$ cat config.mk
export PLATFORM = sky130hd
export DESIGN_NAME = pci_initiator
export DESIGN_NICKNAME = d
export VERILOG_FILES = /design/src/rtl/pci_pkg.sv /design/src/rtl/pci_parity.sv /design/src/rtl/pci_initiator.sv
export SDC_FILE = /design/constraint.sdc
export NUM_CORES = 1
export LEC_CHECK = 0
export CORE_ASPECT_RATIO = 0.9
export CORE_MARGIN = 2
export CORE_UTILIZATION = 50
export CTS_BUF_LIST = sky130_fd_sc_hd__clkbuf_4
export CTS_CLUSTER_DIAMETER = 30
export DETAILED_ROUTE_END_ITERATION = 10
export PLACE_DENSITY = 0.82
export SLEW_MARGIN = 10
export SYNTH_ARGS = -nofsm -noshare
export SYNTH_HDL_FRONTEND = slang
export SYNTH_SLANG_ARGS = --single-unit
$ cat constraint.sdc
create_clock -name CLK -period 2.2 [get_ports CLK]
set_clock_uncertainty 0.05 [all_clocks]
set_input_delay 0.44 -clock CLK [delete_from_list [all_inputs] [get_ports CLK]]
set_output_delay 0.44 -clock CLK [all_outputs]
set_load 0.02 [all_outputs]
$ cat src/rtl/pci_pkg.sv
// PCI shared definitions: bus commands, completion status, initiator states.
// Imported by the initiator and the target block.
package pci_pkg;

    localparam logic [3:0] CMD_IO_RD  = 4'b0010;
    localparam logic [3:0] CMD_IO_WR  = 4'b0011;
    localparam logic [3:0] CMD_MEM_RD = 4'b0110;
    localparam logic [3:0] CMD_MEM_WR = 4'b0111;
    localparam logic [3:0] CMD_CFG_RD = 4'b1010;
    localparam logic [3:0] CMD_CFG_WR = 4'b1011;

    typedef enum logic [1:0] {
        ST_OK     = 2'b00,
        ST_MABORT = 2'b01,
        ST_TABORT = 2'b10,
        ST_RETRY  = 2'b11
    } status_e;

    typedef enum logic [2:0] {
        S_IDLE,
        S_ARB,
        S_ADDR,
        S_DATA,
        S_TURN
    } state_e;

    // Every write command has bit 0 set.
    function automatic logic cmd_is_write(logic [3:0] cmd);
        return cmd[0];
    endfunction

endpackage

$ cat src/rtl/pci_parity.sv
// Even parity over one PCI phase (AD and C/BE#).
// Pure combinational, shared with the target block.
module pci_parity (
    input  logic [31:0] ad,
    input  logic [3:0]  cbe,
    output logic        par
);

    assign par = ^{ad, cbe};

endmodule

$ cat src/rtl/pci_initiator.sv
// Single-data-phase PCI bus master with split tristate pads.
// One local request in, one DONE pulse with status/read data out.
module pci_initiator
    import pci_pkg::*;
#(
    parameter int DEVSEL_TIMEOUT = 5,
    parameter int RETRY_LIMIT    = 4
) (
    input  logic        CLK,
    input  logic        RST,
    input  logic        REQ_VALID,
    output logic        REQ_READY,
    input  logic [3:0]  REQ_CMD,
    input  logic [31:0] REQ_ADDR,
    input  logic [31:0] REQ_WDATA,
    input  logic [3:0]  REQ_BE_N,
    output logic        DONE,
    output logic [31:0] RDATA,
    output logic [1:0]  STATUS,
    input  logic [31:0] AD_I,
    output logic [31:0] AD_O,
    output logic        OE_AD_N,
    output logic [3:0]  CBE_O_N,
    output logic        OE_CBE_N,
    input  logic        PAR_I,
    output logic        PAR_O,
    output logic        OE_PAR_N,
    input  logic        FRAME_I_N,
    output logic        FRAME_O_N,
    output logic        OE_FRAME_N,
    input  logic        IRDY_I_N,
    output logic        IRDY_O_N,
    output logic        OE_IRDY_N,
    input  logic        TRDY_I_N,
    input  logic        STOP_I_N,
    input  logic        DEVSEL_I_N,
    input  logic        GNT_I_N,
    output logic        REQ_O_N,
    output logic        OE_REQ_N
);

    localparam logic [7:0] DEV_LAST = 8'(DEVSEL_TIMEOUT - 1);
    localparam logic [7:0] RTY_MAX  = 8'(RETRY_LIMIT);

    state_e      state_q, state_n;
    logic [3:0]  cmd_q, cmd_n;
    logic [31:0] addr_q, addr_n;
    logic [31:0] wdata_q, wdata_n;
    logic [3:0]  be_q, be_n;
    logic [7:0]  rty_q, rty_n;
    logic [7:0]  dev_q, dev_n;

    logic [31:0] ad_o_n, rdata_n;
    logic [3:0]  cbe_o_n_n;
    logic [1:0]  status_n;
    logic        par_o_n, frame_o_n_n, irdy_o_n_n, req_o_n_n, done_n;
    logic        oe_ad_n_n, oe_cbe_n_n, oe_par_n_n;
    logic        oe_frame_n_n, oe_irdy_n_n, oe_req_n_n;

    logic        par;
    logic        wr;
    logic        unused_par;

    assign unused_par = PAR_I;
    assign wr         = cmd_is_write(cmd_q);
    assign REQ_READY  = (state_q == S_IDLE) && !DONE;

    // Address parity is computed in ADDR, data parity in DATA.
    pci_parity u_par (
        .ad  ((state_q == S_ADDR) ? addr_q : wdata_q),
        .cbe ((state_q == S_ADDR) ? cmd_q  : be_q),
        .par (par)
    );

    always_ff @(posedge CLK or negedge RST) begin
        if (!RST) begin
            state_q    <= S_IDLE;
            cmd_q      <= '0;
            addr_q     <= '0;
            wdata_q    <= '0;
            be_q       <= '0;
            rty_q      <= '0;
            dev_q      <= '0;
            AD_O       <= '0;
            CBE_O_N    <= '0;
            PAR_O      <= 1'b0;
            FRAME_O_N  <= 1'b1;
            IRDY_O_N   <= 1'b1;
            REQ_O_N    <= 1'b1;
            OE_AD_N    <= 1'b1;
            OE_CBE_N   <= 1'b1;
            OE_PAR_N   <= 1'b1;
            OE_FRAME_N <= 1'b1;
            OE_IRDY_N  <= 1'b1;
            OE_REQ_N   <= 1'b1;
            DONE       <= 1'b0;
            RDATA      <= '0;
            STATUS     <= ST_OK;
        end else begin
            state_q    <= state_n;
            cmd_q      <= cmd_n;
            addr_q     <= addr_n;
            wdata_q    <= wdata_n;
            be_q       <= be_n;
            rty_q      <= rty_n;
            dev_q      <= dev_n;
            AD_O       <= ad_o_n;
            CBE_O_N    <= cbe_o_n_n;
            PAR_O      <= par_o_n;
            FRAME_O_N  <= frame_o_n_n;
            IRDY_O_N   <= irdy_o_n_n;
            REQ_O_N    <= req_o_n_n;
            OE_AD_N    <= oe_ad_n_n;
            OE_CBE_N   <= oe_cbe_n_n;
            OE_PAR_N   <= oe_par_n_n;
            OE_FRAME_N <= oe_frame_n_n;
            OE_IRDY_N  <= oe_irdy_n_n;
            OE_REQ_N   <= oe_req_n_n;
            DONE       <= done_n;
            RDATA      <= rdata_n;
            STATUS     <= status_n;
        end
    end

    always_comb begin
        state_n      = state_q;
        cmd_n        = cmd_q;
        addr_n       = addr_q;
        wdata_n      = wdata_q;
        be_n         = be_q;
        rty_n        = rty_q;
        dev_n        = dev_q;
        ad_o_n       = AD_O;
        cbe_o_n_n    = CBE_O_N;
        par_o_n      = PAR_O;
        frame_o_n_n  = FRAME_O_N;
        irdy_o_n_n   = IRDY_O_N;
        req_o_n_n    = REQ_O_N;
        oe_ad_n_n    = OE_AD_N;
        oe_cbe_n_n   = OE_CBE_N;
        oe_par_n_n   = OE_PAR_N;
        oe_frame_n_n = OE_FRAME_N;
        oe_irdy_n_n  = OE_IRDY_N;
        oe_req_n_n   = OE_REQ_N;
        done_n       = 1'b0;
        rdata_n      = RDATA;
        status_n     = STATUS;

        unique case (state_q)
            S_IDLE: begin
                if (REQ_VALID && REQ_READY) begin
                    cmd_n      = REQ_CMD;
                    addr_n     = REQ_ADDR;
                    wdata_n    = REQ_WDATA;
                    be_n       = REQ_BE_N;
                    rty_n      = '0;
                    req_o_n_n  = 1'b0;
                    oe_req_n_n = 1'b0;
                    state_n    = S_ARB;
                end
            end
            S_ARB: begin
                if (!GNT_I_N && FRAME_I_N && IRDY_I_N) begin
                    frame_o_n_n  = 1'b0;
                    ad_o_n       = addr_q;
                    cbe_o_n_n    = cmd_q;
                    oe_frame_n_n = 1'b0;
                    oe_ad_n_n    = 1'b0;
                    oe_cbe_n_n   = 1'b0;
                    req_o_n_n    = 1'b1;
                    state_n      = S_ADDR;
                end
            end
            S_ADDR: begin
                frame_o_n_n = 1'b1;
                irdy_o_n_n  = 1'b0;
                oe_irdy_n_n = 1'b0;
                cbe_o_n_n   = be_q;
                par_o_n     = par;
                oe_par_n_n  = 1'b0;
                dev_n       = '0;
                state_n     = S_DATA;
                if (wr) begin
                    ad_o_n = wdata_q;
                end else begin
                    oe_ad_n_n = 1'b1;
                end
            end
            S_DATA: begin
                if (dev_q != 8'hFF) begin
                    dev_n = dev_q + 8'd1;
                end
                // Data parity lags the data phase by one clock.
                if (dev_q == 8'd0) begin
                    if (wr) begin
                        par_o_n = par;
                    end else begin
                        oe_par_n_n = 1'b1;
                    end
                end
                state_n = S_TURN;
                if (!DEVSEL_I_N && !TRDY_I_N) begin
                    status_n = ST_OK;
                    if (!wr) begin
                        rdata_n = AD_I;
                    end
                end else if (!DEVSEL_I_N && !STOP_I_N) begin
                    status_n = ST_RETRY;
                end else if (DEVSEL_I_N && !STOP_I_N) begin
                    status_n = ST_TABORT;
                end else if (DEVSEL_I_N && dev_q == DEV_LAST) begin
                    status_n = ST_MABORT;
                end else begin
                    state_n = S_DATA;
                end
                if (state_n == S_TURN) begin
                    irdy_o_n_n = 1'b1;
                    oe_ad_n_n  = 1'b1;
                    oe_cbe_n_n = 1'b1;
                end
            end
            S_TURN: begin
                oe_irdy_n_n  = 1'b1;
                oe_frame_n_n = 1'b1;
                oe_par_n_n   = 1'b1;
                if (STATUS == ST_RETRY && rty_q < RTY_MAX) begin
                    rty_n      = rty_q + 8'd1;
                    req_o_n_n  = 1'b0;
                    oe_req_n_n = 1'b0;
                    state_n    = S_ARB;
                end else begin
                    done_n     = 1'b1;
                    oe_req_n_n = 1'b1;
                    state_n    = S_IDLE;
                end
            end
            default: state_n = S_IDLE;
        endcase
    end

endmodule

==> results of run 1 <==
[layout by cell type (no fill, tap or decap), types with 7 or more instances in the layout]
cell	synthesis	routed
dfstp_2	9	9
dlygate4sd2_1	0	11
buf_12	0	9
nor2_1	25	24
mux2i_1	35	35
inv_1	9	9
o21ai_0	12	12
nand2_1	268	268
dfrtp_1	163	161
clkinvlp_4	0	7
xnor2_1	55	55
xor2_1	14	14
clkbuf_4	0	17
buf_4	0	19
mux2_1	30	30
clkdlybuf4s50_1	0	179
a21oi_1	12	11
o21ai_1	28	28
[flip-flops by register name, indices dropped and copies added, names as in the netlist]
name        cells
FRAME_O_N       1
dev_q           8
OE_IRDY_N       1
rty_q           8
OE_AD_N         1
RDATA          32
STATUS          2
cmd_q           4
OE_CBE_N        1
REQ_O_N         1
be_q            4
OE_FRAME_N      1
IRDY_O_N        1
wdata_q        32
PAR_O           1
state_q         3
AD_O           32
DONE            1
CBE_O_N         4
OE_PAR_N        1
addr_q         32
OE_REQ_N        1
[layout make-up]
type,instances,share of cell area
clock buffer,17,0.0123
timing repair buffer,223,0.218
clock inverter,15,0.0135
tap,202,0.0244
inverter,10,0.00362
multi-input combinational,542,0.312
sequential,172,0.416
[layer usage]
layer | vias up | share of wire
li1 | 2899 | -
met1 | 2799 | 0.44
met2 | 179 | 0.48
met3 | 21 | 0.069
met4 | 0 | 0.013
met5 | - | 0
[path summary, 6_finish.rpt]
| kind | startpoint | to | slack (ps) |
|---|---|---|---|
| max | AD_O[19] | AD_O[19] | 100 |
| min | REQ_ADDR[7] | addr_q[7] | 310 |
| max reg2reg | rty_q[6] | rty_q[7] | 180 |
| min reg2reg | AD_O[24] | AD_O[24] | 450 |
| max in group asynchronous | RST | RDATA[28] | 1110 |
| min in group asynchronous | RST | rty_q[1] | 340 |
[report_power, final]
| part | switching (mW) | total (mW) | internal (mW) |
|---|---|---|---|
| clock network | 1.16 | 1.74 | 0.571 |
| logic | 4.18 | 8.73 | 4.55 |
| registers | 1.05 | 5.58 | 4.53 |
[cell families after synthesis]
family                     Yosys count  share of synthesized area
AOI/OAI and AO/OA                   73                     0.0565
DFF                                172                      0.558
adders and majority gates            4                    0.00615
muxes                               67                     0.0920
xor gates and xnor gates            72                     0.0869
buffers and inverters               45                     0.0269
and+or+nand+nor                    326                      0.173
[per-stage QoR]
stage               std cells  setup WS, ps  instance area [um2]
floorplan                 759          46.9                 7730
global placement         1146           191                10100
detailed placement       1146           154                10100
CTS                      1179          5.64                10400
global route             1181          3.59                10400
finish                   1181          98.4                10400
[timing repair]
item | CTS | global route
gates resized for setup | 18 | 3
hold buffers | 1 | 0
pin swaps | 0 | 0
endpoints found under the setup margin | 12 | 3
setup buffers | 0 | 2
hold endpoints to repair | 50 | 0
==> run metrics, run 1 <==
vias in the first global route 5965; power density cells 1550 nW/um2; share of layout cells above drive strength 1 0.0899; Slew headroom 0.619; GP Congestion 0.799; H-tree levels 4; largest net degree at the start of global routing 58; Final Util 0.679; setup_tns 0 ps; dominant cell type by area after synthesis dfrtp_1; main flop type after synthesis dfrtp_1; Post-Syn Area 7730 um2; final period utilization 0.955; first-pass GRT wire length 29.2 mm; maxcap violations 0; Top Ports 196; Worst path max stage delay 630 ps; Root Buffer clkbuf_4; top-count cell post-synth nand2_1; CP Capture Type output pin; total power 16.0 mW; via count 5898; GRT Max-Usage Layer met2; leakage 4.81 nW; Max clock buf depth 2; type of the worst setup path reg -> out; Tot GR Track Use 0.229; area of the multi-input gates 3230 um2; grt total ovfl 0; total CTS buffers 17; Critical Path RT 1710 ps; Bufs and invs on worst path 1; Worst Tran Pin Value 572 ps; Layout area overhead 34.2%; RSZ-0062 raised after global routing no; initial detailed-routing violation count 345; DRC Markers 0; synth warn 0; number of placement rows 43; global routing usage on met3 0.0666; top cell type's share of synthesized area 0.528; GR Util met2 0.378; hold path depth 3; via/cell ratio 4.99; clock-pin slew on the worst setup and hold paths 150 ps; clk_lat worst skew 580 ps; Netlist cell types 51; Post-Syn Instances 759; hold_ws 313 ps; Synthesized Nets 876; total die area 16500 um2; cell count of the worst reg-to-reg path 6; Post-Syn Area per Cell 10.2 um2; CP top delay family buffers and inverters; WL/cell 15.3 um; sequential cell area 4320 um2; f_max 476 MHz; router iterations before antenna repair 5; Max FO, Critical Path 2; initial antenna violation count 0; Final HPWL DP 13.2 mm; CP max stage cell clkdlybuf4s50_1; minimum clock period 2100 ps; crit path DAT 1610 ps; WP depth 1; sequential fraction of the synthesis area 0.558; Slew Viols, Final 0; Die X 135 um; overall routed net length 18.1 mm; port bufs 194; number of flops mapped to enable cells by yosys 0; final net count 1083; CP cell instances clkdlybuf4s50_1; outcome completed; final setup fails 0; FILL cells 1214; TritonCTS clock tree built; HP Class in -> reg; clock sinks 172; top cells by area, synth dfrtp_1, nand2_1, xnor2_1; FFs w/ async S/R, synth 1.00; n_diodes 0; final hold vios 0; Initial Util 0.506; worst vdd ir 0.00101 V; antenna-violating nets left 0; Core Box Area 15300 um2; type of origin of the critical path register; Die H 122 um; Seq cells post-synth 172; top post-synthesis cells by count nand2_1, dfrtp_1, xnor2_1; GR Util met1 0.298
Power figures use the tool's default switching activity.
==> run 2: changes to the inputs <==
--- a/config.mk
+++ b/config.mk
@@ -9,9 +9,10 @@
 export CORE_MARGIN = 2
 export CORE_UTILIZATION = 50
 export CTS_BUF_LIST = sky130_fd_sc_hd__clkbuf_4
-export CTS_CLUSTER_DIAMETER = 30
 export DETAILED_ROUTE_END_ITERATION = 10
+export HOLD_SLACK_MARGIN = 0.06
 export PLACE_DENSITY = 0.82
+export SKIP_CTS_REPAIR_TIMING = 1
 export SLEW_MARGIN = 10
 export SYNTH_ARGS = -nofsm -noshare
 export SYNTH_HDL_FRONTEND = slang
==> run metrics, run 2 (synthesis gave the netlist of run 1 again) <==
outcome completed; overall routed net length 18.1 mm (-0.18%); initial antenna violation count 0 (unchanged); final net count 1081 (-0.18%); total die area 16500 um2 (unchanged); cell count of the worst reg-to-reg path 6 (unchanged); vias in the first global route 5958 (-0.12%); Core Box Area 15300 um2 (unchanged); placed cell area 10100 um2 (unchanged); crit path DAT 1630 ps (+20 ps); leakage 4.89 nW (+1.6%); FILL cells 1205 (-0.74%); Place WS 154 ps (unchanged); Slew Viols, Final 0 (unchanged); GP Congestion 0.799 (unchanged); first-pass GRT wire length 29.1 mm (-0.36%); final period utilization 0.963 (+0.00809); worst vdd ir 0.00101 V (about the same); Initial Util 0.506 (unchanged); clock-pin slew on the worst setup and hold paths 150 ps (about the same); Final HPWL DP 13.2 mm (unchanged); most frequent cells in the layout nand2_1, clkdlybuf4s50_1, dfrtp_1; grt total ovfl 0 (unchanged); DRC Markers 0 (unchanged); setup_tns 0 ps (unchanged); f_max 472 MHz (-0.84%); minimum clock period 2120 ps (+17.8 ps); Worst Tran Pin Value 575 ps (+2.90 ps); final worst slack 80.6 ps (-17.8 ps); H-tree levels 4 (unchanged); router iterations before antenna repair 4 (-1); TritonCTS clock tree built; final hold vios 0 (unchanged); HP Start REQ_ADDR[7]; Final Cell Area 10400 um2 (+0.24%); HP Class in -> reg; Critical Path RT 1710 ps (about the same); WL/cell 15.3 um (about the same); type of origin of the critical path register; n_diodes 0 (unchanged); R2R setup slack 180 ps (about the same); RR Endpoint rty_q[7]; clock sinks 172 (unchanged); hold path depth 3 (unchanged); number of placement rows 43 (unchanged); RSZ-0062 raised after global routing yes; type of the worst setup path reg -> out; total CTS buffers 17 (unchanged); Tot GR Track Use 0.229 (-0.000725); Layout area overhead 34.5%; Root Buffer clkbuf_4; largest net degree at the start of global routing 58 (unchanged); Slew headroom 0.617 (-0.00193); clk_lat worst skew 580 ps (about the same); Max clock buf depth 2 (unchanged); maxcap violations 0 (unchanged); via/cell ratio 4.96 (-0.70%); commonest non-fill, non-tap cell in the layout nand2_1; CP Capture Type output pin; Die X 135 um (unchanged); Max FO, Critical Path 8 (+6); end of the critical path REQ_READY; final setup fails 0 (unchanged); power density cells 1550 nW/um2 (about the same); via count 5847 (-0.86%); CP startpoint state_q[0]; Top Ports 196 (unchanged); antenna-violating nets left 0 (unchanged); initial detailed-routing violation count 291 (-16%); share of layout cells above drive strength 1 0.0870 (-0.00289); port bufs 194 (unchanged); Die H 122 um (unchanged); RR Startpoint rty_q[6]
[run 2: power breakdown]
group	total, mW	switching [mW]	internal [mW]	leakage [nW]
registers	5.60	1.07	4.53	2.18
logic	8.75	4.17	4.57	2.58
clock network	1.73	1.16	0.571	0.124
[run 2: worst min path at each step]
stage,end
after floorplan,AD_O[0]
after global placement,wdata_q[25]
after detailed placement,addr_q[25]
after CTS,addr_q[26]
after global routing,addr_q[21]
final,addr_q[7]
[run 2: area by class of cell]
type	instances	area (um2)	share of cell area
flip-flops and latches	172	4320	0.415
multi-input cells	542	3230	0.311
well taps	202	253	0.0243
inverters	10	37.5	0.00361
clock buffers	17	128	0.0123
clock inverters	15	140	0.0135
repair buffers	221	2290	0.220
[run 2: stage by stage]
step           hold WS, ps  power [mW]  instances  utilization
2_1_floorplan         94.4        11.5        759            -
3_3_place_gp           401        14.2       1146        0.660
3_5_place_dp           405        14.5       1146        0.660
4_1_cts               -265        16.2       1178        0.677
5_1_grt                272        17.3       1179        0.680
6_report               313        16.1       1179        0.680
[run 2: layer usage]
| layer | vias up | global-route usage | wire [um] | share of wire |
|---|---|---|---|---|
| met5 | - | 0 | 0 | 0 |
| met2 | 163 | 0.377 | 8630 | 0.48 |
| met3 | 19 | 0.0666 | 1250 | 0.069 |
| met1 | 2769 | 0.296 | 7990 | 0.44 |
| li1 | 2896 | - | - | - |
| met4 | 0 | 0.0671 | 228 | 0.013 |
[run 2: worst max-delay path, stage by stage, from the launching register on]
cell and delay, ps:
dfrtp_2 510, nor4_4 320, clkbuf_2 220
